### config.mk
export PLATFORM = sky130hd
export DESIGN_NAME = load_store_unit
export DESIGN_NICKNAME = d
export VERILOG_FILES = /design/src/rtl/load_store_unit.sv
export SDC_FILE = /design/constraint.sdc
export NUM_CORES = 1
export LEC_CHECK = 0
export CAP_MARGIN = 40
export CORE_MARGIN = 5
export CORE_UTILIZATION = 44
export DETAILED_ROUTE_END_ITERATION = 16
export GPL_TIMING_DRIVEN = 0
export PLACE_DENSITY_LB_ADDON = 0.08
export SYNTH_ARGS = -nofsm -noshare
export SYNTH_HDL_FRONTEND = slang
export SYNTH_SLANG_ARGS = --single-unit
### constraint.sdc
create_clock -name clk -period 2.9 [get_ports clk]
set_input_delay 0.435 -clock clk [delete_from_list [all_inputs] [get_ports clk]]
set_output_delay 0.435 -clock clk [all_outputs]
set_load 0.01 [all_outputs]
### src/rtl/load_store_unit.sv
// load_store_unit
//   Memory-stage load/store unit for the pipelined RV32I core. Turns the
//   M-stage load/store controls into a single byte-lane-masked word request
//   on a req/ack data port, extends returned load data, and stalls the
//   pipeline until the access completes.
//
// Ports
//   clk, rst_n          clock, asynchronous active-low reset
//   MemReadM/MemWriteM  load / store in M stage
//   AddressingControlM  funct3 (b, h, w, bu, hu)
//   ALUResultM          byte address
//   WriteDataM          store data (rs2)
//   StallM              freeze F/D/E/M pipeline registers
//   ReadDataM           extended load result (registered, held until next load)
//   ReadValidM          one-cycle strobe: ReadDataM belongs to current load
//   AccessFaultM        misaligned / illegal access, no request issued
//   mem_*               word-addressed req/ack data-memory port
module load_store_unit #(
    parameter int DATA_WIDTH = 32
) (
    input  logic                    clk,
    input  logic                    rst_n,
    input  logic                    MemReadM,
    input  logic                    MemWriteM,
    input  logic [2:0]              AddressingControlM,
    input  logic [DATA_WIDTH-1:0]   ALUResultM,
    input  logic [DATA_WIDTH-1:0]   WriteDataM,
    output logic                    StallM,
    output logic [DATA_WIDTH-1:0]   ReadDataM,
    output logic                    ReadValidM,
    output logic                    AccessFaultM,
    output logic                    mem_req,
    output logic                    mem_we,
    output logic [DATA_WIDTH-1:0]   mem_addr,
    output logic [DATA_WIDTH-1:0]   mem_wdata,
    output logic [3:0]              mem_be,
    input  logic                    mem_ack,
    input  logic [DATA_WIDTH-1:0]   mem_rdata
);

    typedef enum logic [1:0] {IDLE, BUSY, DONE} state_t;

    state_t state, state_nxt;

    // access attributes kept for load data extraction on ack
    logic [2:0] f3_q;
    logic [1:0] off_q;

    // ---------------- decode / legality ----------------
    logic        ld_legal, st_legal, aligned, access, ok, fault;
    logic [3:0]  be_nxt;
    logic [31:0] wdata_nxt;

    always_comb begin
        ld_legal  = 1'b0;
        st_legal  = 1'b0;
        aligned   = 1'b0;
        be_nxt    = 4'b1111;
        wdata_nxt = '0;
        case (AddressingControlM)
            3'b000: begin ld_legal = 1'b1; st_legal = 1'b1; aligned = 1'b1; end
            3'b001: begin ld_legal = 1'b1; st_legal = 1'b1; aligned = ~ALUResultM[0]; end
            3'b010: begin ld_legal = 1'b1; st_legal = 1'b1; aligned = (ALUResultM[1:0] == 2'b00); end
            3'b100: begin ld_legal = 1'b1; aligned = 1'b1; end
            3'b101: begin ld_legal = 1'b1; aligned = ~ALUResultM[0]; end
            default: ;
        endcase

        access = MemReadM | MemWriteM;
        ok     = access && !(MemReadM && MemWriteM) && aligned &&
                 (MemReadM ? ld_legal : st_legal);
        fault  = access && !ok;

        // store lane steering; loads always fetch the whole word
        if (MemWriteM) begin
            case (AddressingControlM[1:0])
                2'b00: begin
                    be_nxt    = 4'b0001 << ALUResultM[1:0];
                    wdata_nxt = {4{WriteDataM[7:0]}};
                end
                2'b01: begin
                    be_nxt    = 4'b0011 << ALUResultM[1:0];
                    wdata_nxt = {2{WriteDataM[15:0]}};
                end
                default: begin
                    be_nxt    = 4'b1111;
                    wdata_nxt = WriteDataM;
                end
            endcase
        end
    end

    // ---------------- FSM ----------------
    always_comb begin
        state_nxt    = state;
        StallM       = 1'b0;
        AccessFaultM = 1'b0;
        ReadValidM   = 1'b0;
        case (state)
            IDLE: begin
                StallM       = ok;
                AccessFaultM = fault;
                if (ok) state_nxt = BUSY;
            end
            BUSY: begin
                StallM = 1'b1;
                if (mem_ack) state_nxt = DONE;
            end
            DONE: begin
                // M-stage inputs still show the finished instruction here
                ReadValidM = ~mem_we;
                state_nxt  = IDLE;
            end
            default: state_nxt = IDLE;
        endcase
    end

    // ---------------- load extraction ----------------
    logic [31:0] shifted;
    logic [7:0]  ld_b;
    logic [15:0] ld_h;
    logic [31:0] ld_ext;

    always_comb begin
        shifted = mem_rdata >> {off_q, 3'b000};
        ld_b    = shifted[7:0];
        ld_h    = off_q[1] ? mem_rdata[31:16] : mem_rdata[15:0];
        case (f3_q)
            3'b000:  ld_ext = {{24{ld_b[7]}}, ld_b};
            3'b100:  ld_ext = {24'b0, ld_b};
            3'b001:  ld_ext = {{16{ld_h[15]}}, ld_h};
            3'b101:  ld_ext = {16'b0, ld_h};
            default: ld_ext = mem_rdata;
        endcase
    end

    // ---------------- registers ----------------
    always_ff @(posedge clk or negedge rst_n) begin
        if (!rst_n) begin
            state     <= IDLE;
            mem_req   <= 1'b0;
            mem_we    <= 1'b0;
            mem_addr  <= '0;
            mem_wdata <= '0;
            mem_be    <= '0;
            ReadDataM <= '0;
            f3_q      <= '0;
            off_q     <= '0;
        end else begin
            state <= state_nxt;
            if (state == IDLE && ok) begin
                mem_req   <= 1'b1;
                mem_we    <= MemWriteM;
                mem_addr  <= {ALUResultM[31:2], 2'b00};
                mem_wdata <= wdata_nxt;
                mem_be    <= be_nxt;
                f3_q      <= AddressingControlM;
                off_q     <= ALUResultM[1:0];
            end else if (state == BUSY && mem_ack) begin
                mem_req <= 1'b0;
                if (!mem_we) ReadDataM <= ld_ext;
            end
        end
    end

endmodule

==> run_results.csv <==
group,metric,value,unit
timing,max_slew_margin,56.6,%
clock_network,cts-resized-gates,3,
route,drc,0,
cells_and_area,layout_commonest_cell,"clkdlybuf4s50_1",
timing,skew,0.00816,ns
critical_path,crit_slowest_cell,"clkdlybuf4s50_1",
floorplan,core-area,11500,um^2
synthesis,yosysUniqueCellTypes,39,
floorplan,io_pins,209,
placement,post-place-ws,-0.334,ns
synthesis,yosys.area.top_type,"dfrtp_1",
cells_and_area,finalNetCount,800,
route,num_vias,4469,
clock_network,cts_hold_buffers,0,
global_route,grt_first_pass_wirelength,25300,um
timing,max_freq,355,MHz
pwr,p_leak,3.27,nW
synthesis,async_flop_share,100,%
route,final_antenna_net_count,0,
pwr,vdd_drop_max,578,uV
critical_path,critical_path_class,"input port to output pin",
timing,rsz0062_at_grt,"no",
cells_and_area,antennaDiodeCount,0,
synthesis,ys_seq_elements,107,
cells_and_area,area_growth_syn_to_layout,49.2,%
hold_path,hold_path.class,"input port to asynchronous set/reset pin",
synthesis,synthCells,478,
synthesis,yosysWarningCount,0,
global_route,grt_max_degree,60,
placement,place_hpwl,12200,um
timing,finalCriticalPeriod,2.81,ns
critical_path,crit_top_cell,"clkdlybuf4s50_1",
clock_network,cts_buffers,9,
flow_run,maxCapViolCount,0,
clock_network,root_buffer,"clkbuf_16",
global_route,grt_pass1_vias,4721,
synthesis,synth-main-ff-cell,"dfrtp_1",
route,via_per_inst,5.30,
pwr,powerDensity,868,nW/um^2
clock_network,cts_htree_levels,3,
global_route,overflow,0,
global_route,grt_usage,22.6,%
cells_and_area,drive_gt1_share,18.0,%
clock_network,clkLatencyLatePin,0.36,ns
critical_path,reg2reg_slack,0.98,ns
global_route,antenna_found_initial,0,
clock_network,cts_tree,"yes",
critical_path,slowest_delay,0.60,ns
placement,placedInstanceArea,7460,um^2
outcome,status,"complete, no violations",
synthesis,seq_area_frac_synth,51.4,%
floorplan,rows,39,
clock_network,cts_buffer_depth,2,
critical_path,end_kind,"output pin",
route,drt_pass1_iterations,5,
floorplan,start_util,45.2,%
synthesis,syn-cell-area,5200,um^2
timing,fin_ws,0.0856,ns
synthesis,synth_edf_count,0,
timing,slew_violations,0,
timing,worstMarginPinSlew,0.652,ns
cells_and_area,final_area,7770,um^2
floorplan,die_x,119,um
timing,setup_viol,0,
critical_path,cp.required,2.47,ns
placement,io_buffers,205,
synthesis,yosysTopAreaCellShare,51.4,%
clock_network,clkSinkCount,107,
timing,hold_viol_final,0,
placement,place_congestion,0.876,
timing,setup_tns,0,ns
floorplan,die_area,14100,um^2
cells_and_area,final_cell_mix,"clkdlybuf4s50_1, dfrtp_1, mux2_2, nand2_1, a21oi_1",
critical_path,arrival,2.38,ns
cells_and_area,fin_util,67.4,%
synthesis,synth_area_leaders,"dfrtp_1, mux2_2, mux2i_1",
clock_network,clk_pin_slew,0.07,ns
synthesis,syn_avg_cell_area,10.9,um^2
timing,period_share,97.0,%
route,wl_per_cell,18.7,um
clock_network,post_cts_buffers,0,
critical_path,crit_fanout,3,
floorplan,die_h,119,um
critical_path,crit_chain,"clkdlybuf4s50_1 -> inv_1 -> ha_1 -> nor3b_1 -> a31o_2 -> a31oi_1 -> clkdlybuf4s50_1",
route,drt_iter0_markers,325,
route,wirelength,15800,um
critical_path,cp-start-kind,"input port",
-- worst paths after layout --
check | start | to | depth (start not counted)
worst max-delay path | MemReadM | AccessFaultM | 7
worst min-delay path | rst_n | mem_wdata[21] | 1
worst max register to register | state[1] | ReadDataM[8] | 7
worst min register to register | mem_addr[17] | mem_addr[17] | 1
max in group asynchronous | rst_n | mem_addr[17] | 2
min in group clk | mem_addr[17] | mem_addr[17] | 1
-- critical path: cells and delay by family --
family / cells / cell delay [ns]
buffers and inverters: 3 / 1.12
adders and majority gates: 1 / 0.30
AOI/OAI and AO/OA: 2 / 0.38
and+or+nand+nor: 1 / 0.15
-- per-layer routing --
metal  vias up  wire [um]  GRT usage, %
li1       2095          -             -
met4         0        376          7.39
met3        34       1450          9.46
met2       187       7620          36.7
met5         -          0             0
met1      2153       6320          27.4
-- cells by family (layout without fill, tap and decap cells) --
kind of cell | after synthesis | after routing | synth area share, %
and+or+nand+nor | 127 | 127 | 11.6
adders and majority gates | 1 | 1 | 0.240
buffers and inverters | 51 | 272 | 5.17
DFF | 107 | 107 | 51.4
muxes | 98 | 98 | 20.8
AOI/OAI and AO/OA | 93 | 93 | 10.7
other | 1 | 2 | 0.0720
-- final cells by class --
| class | instances | area [um^2] |
|---|---|---|
| plain buffers | 35 | 210 |
| clock buffers | 9 | 225 |
| clock inverters | 7 | 77.6 |
| fillers | 923 | 3750 |
| inverters | 15 | 58.8 |
| multi-input cells | 321 | 2260 |
| flip-flops and latches | 107 | 2680 |
| well taps | 143 | 179 |
| repair buffers | 206 | 2080 |
-- metrics by stage --
step | std cells | total power [W] | hold WS (ns)
3_5_place_dp | 828 | 0.00552 | 0.492
5_1_grt | 843 | 0.00714 | 0.135
2_1_floorplan | 479 | 0.00378 | 0.139
4_1_cts | 844 | 0.00682 | 0.111
3_3_place_gp | 827 | 0.00541 | 0.489
6_report | 843 | 0.00674 | 0.0820
-- synth_stat cells (all sizes together), types with 2 or more instances --
cell    count
dfrtp     107
mux2       71
nand2      55
a21oi      41
nor2       33
o21ai      28
mux2i      26
buf        19
clkbuf     17
inv        14
a31oi       9
nor3b       8
nand3b      7
or2         6
nor3        5
o221a       5
nand2b      4
a311oi      2
and3        2
nor4bb      2
o221ai      2
o22a        2
or3         2
-- state kept, by name, indices dropped and copies added, names as in the netlist --
register,count
off_q,2
mem_req,1
mem_addr,30
mem_be,4
state,2
mem_wdata,32
f3_q,3
mem_we,1
ReadDataM,32
-- power breakdown --
| group | leakage [nW] | internal, W | switching (W) | total [W] |
|---|---|---|---|---|
| sequential | 1.30 | 0.00210 | 0.000350 | 0.00245 |
| combinational | 1.82 | 0.00175 | 0.00127 | 0.00302 |
| clock | 0.151 | 0.000678 | 0.000589 | 0.00127 |
Power figures use the tool's default switching activity.
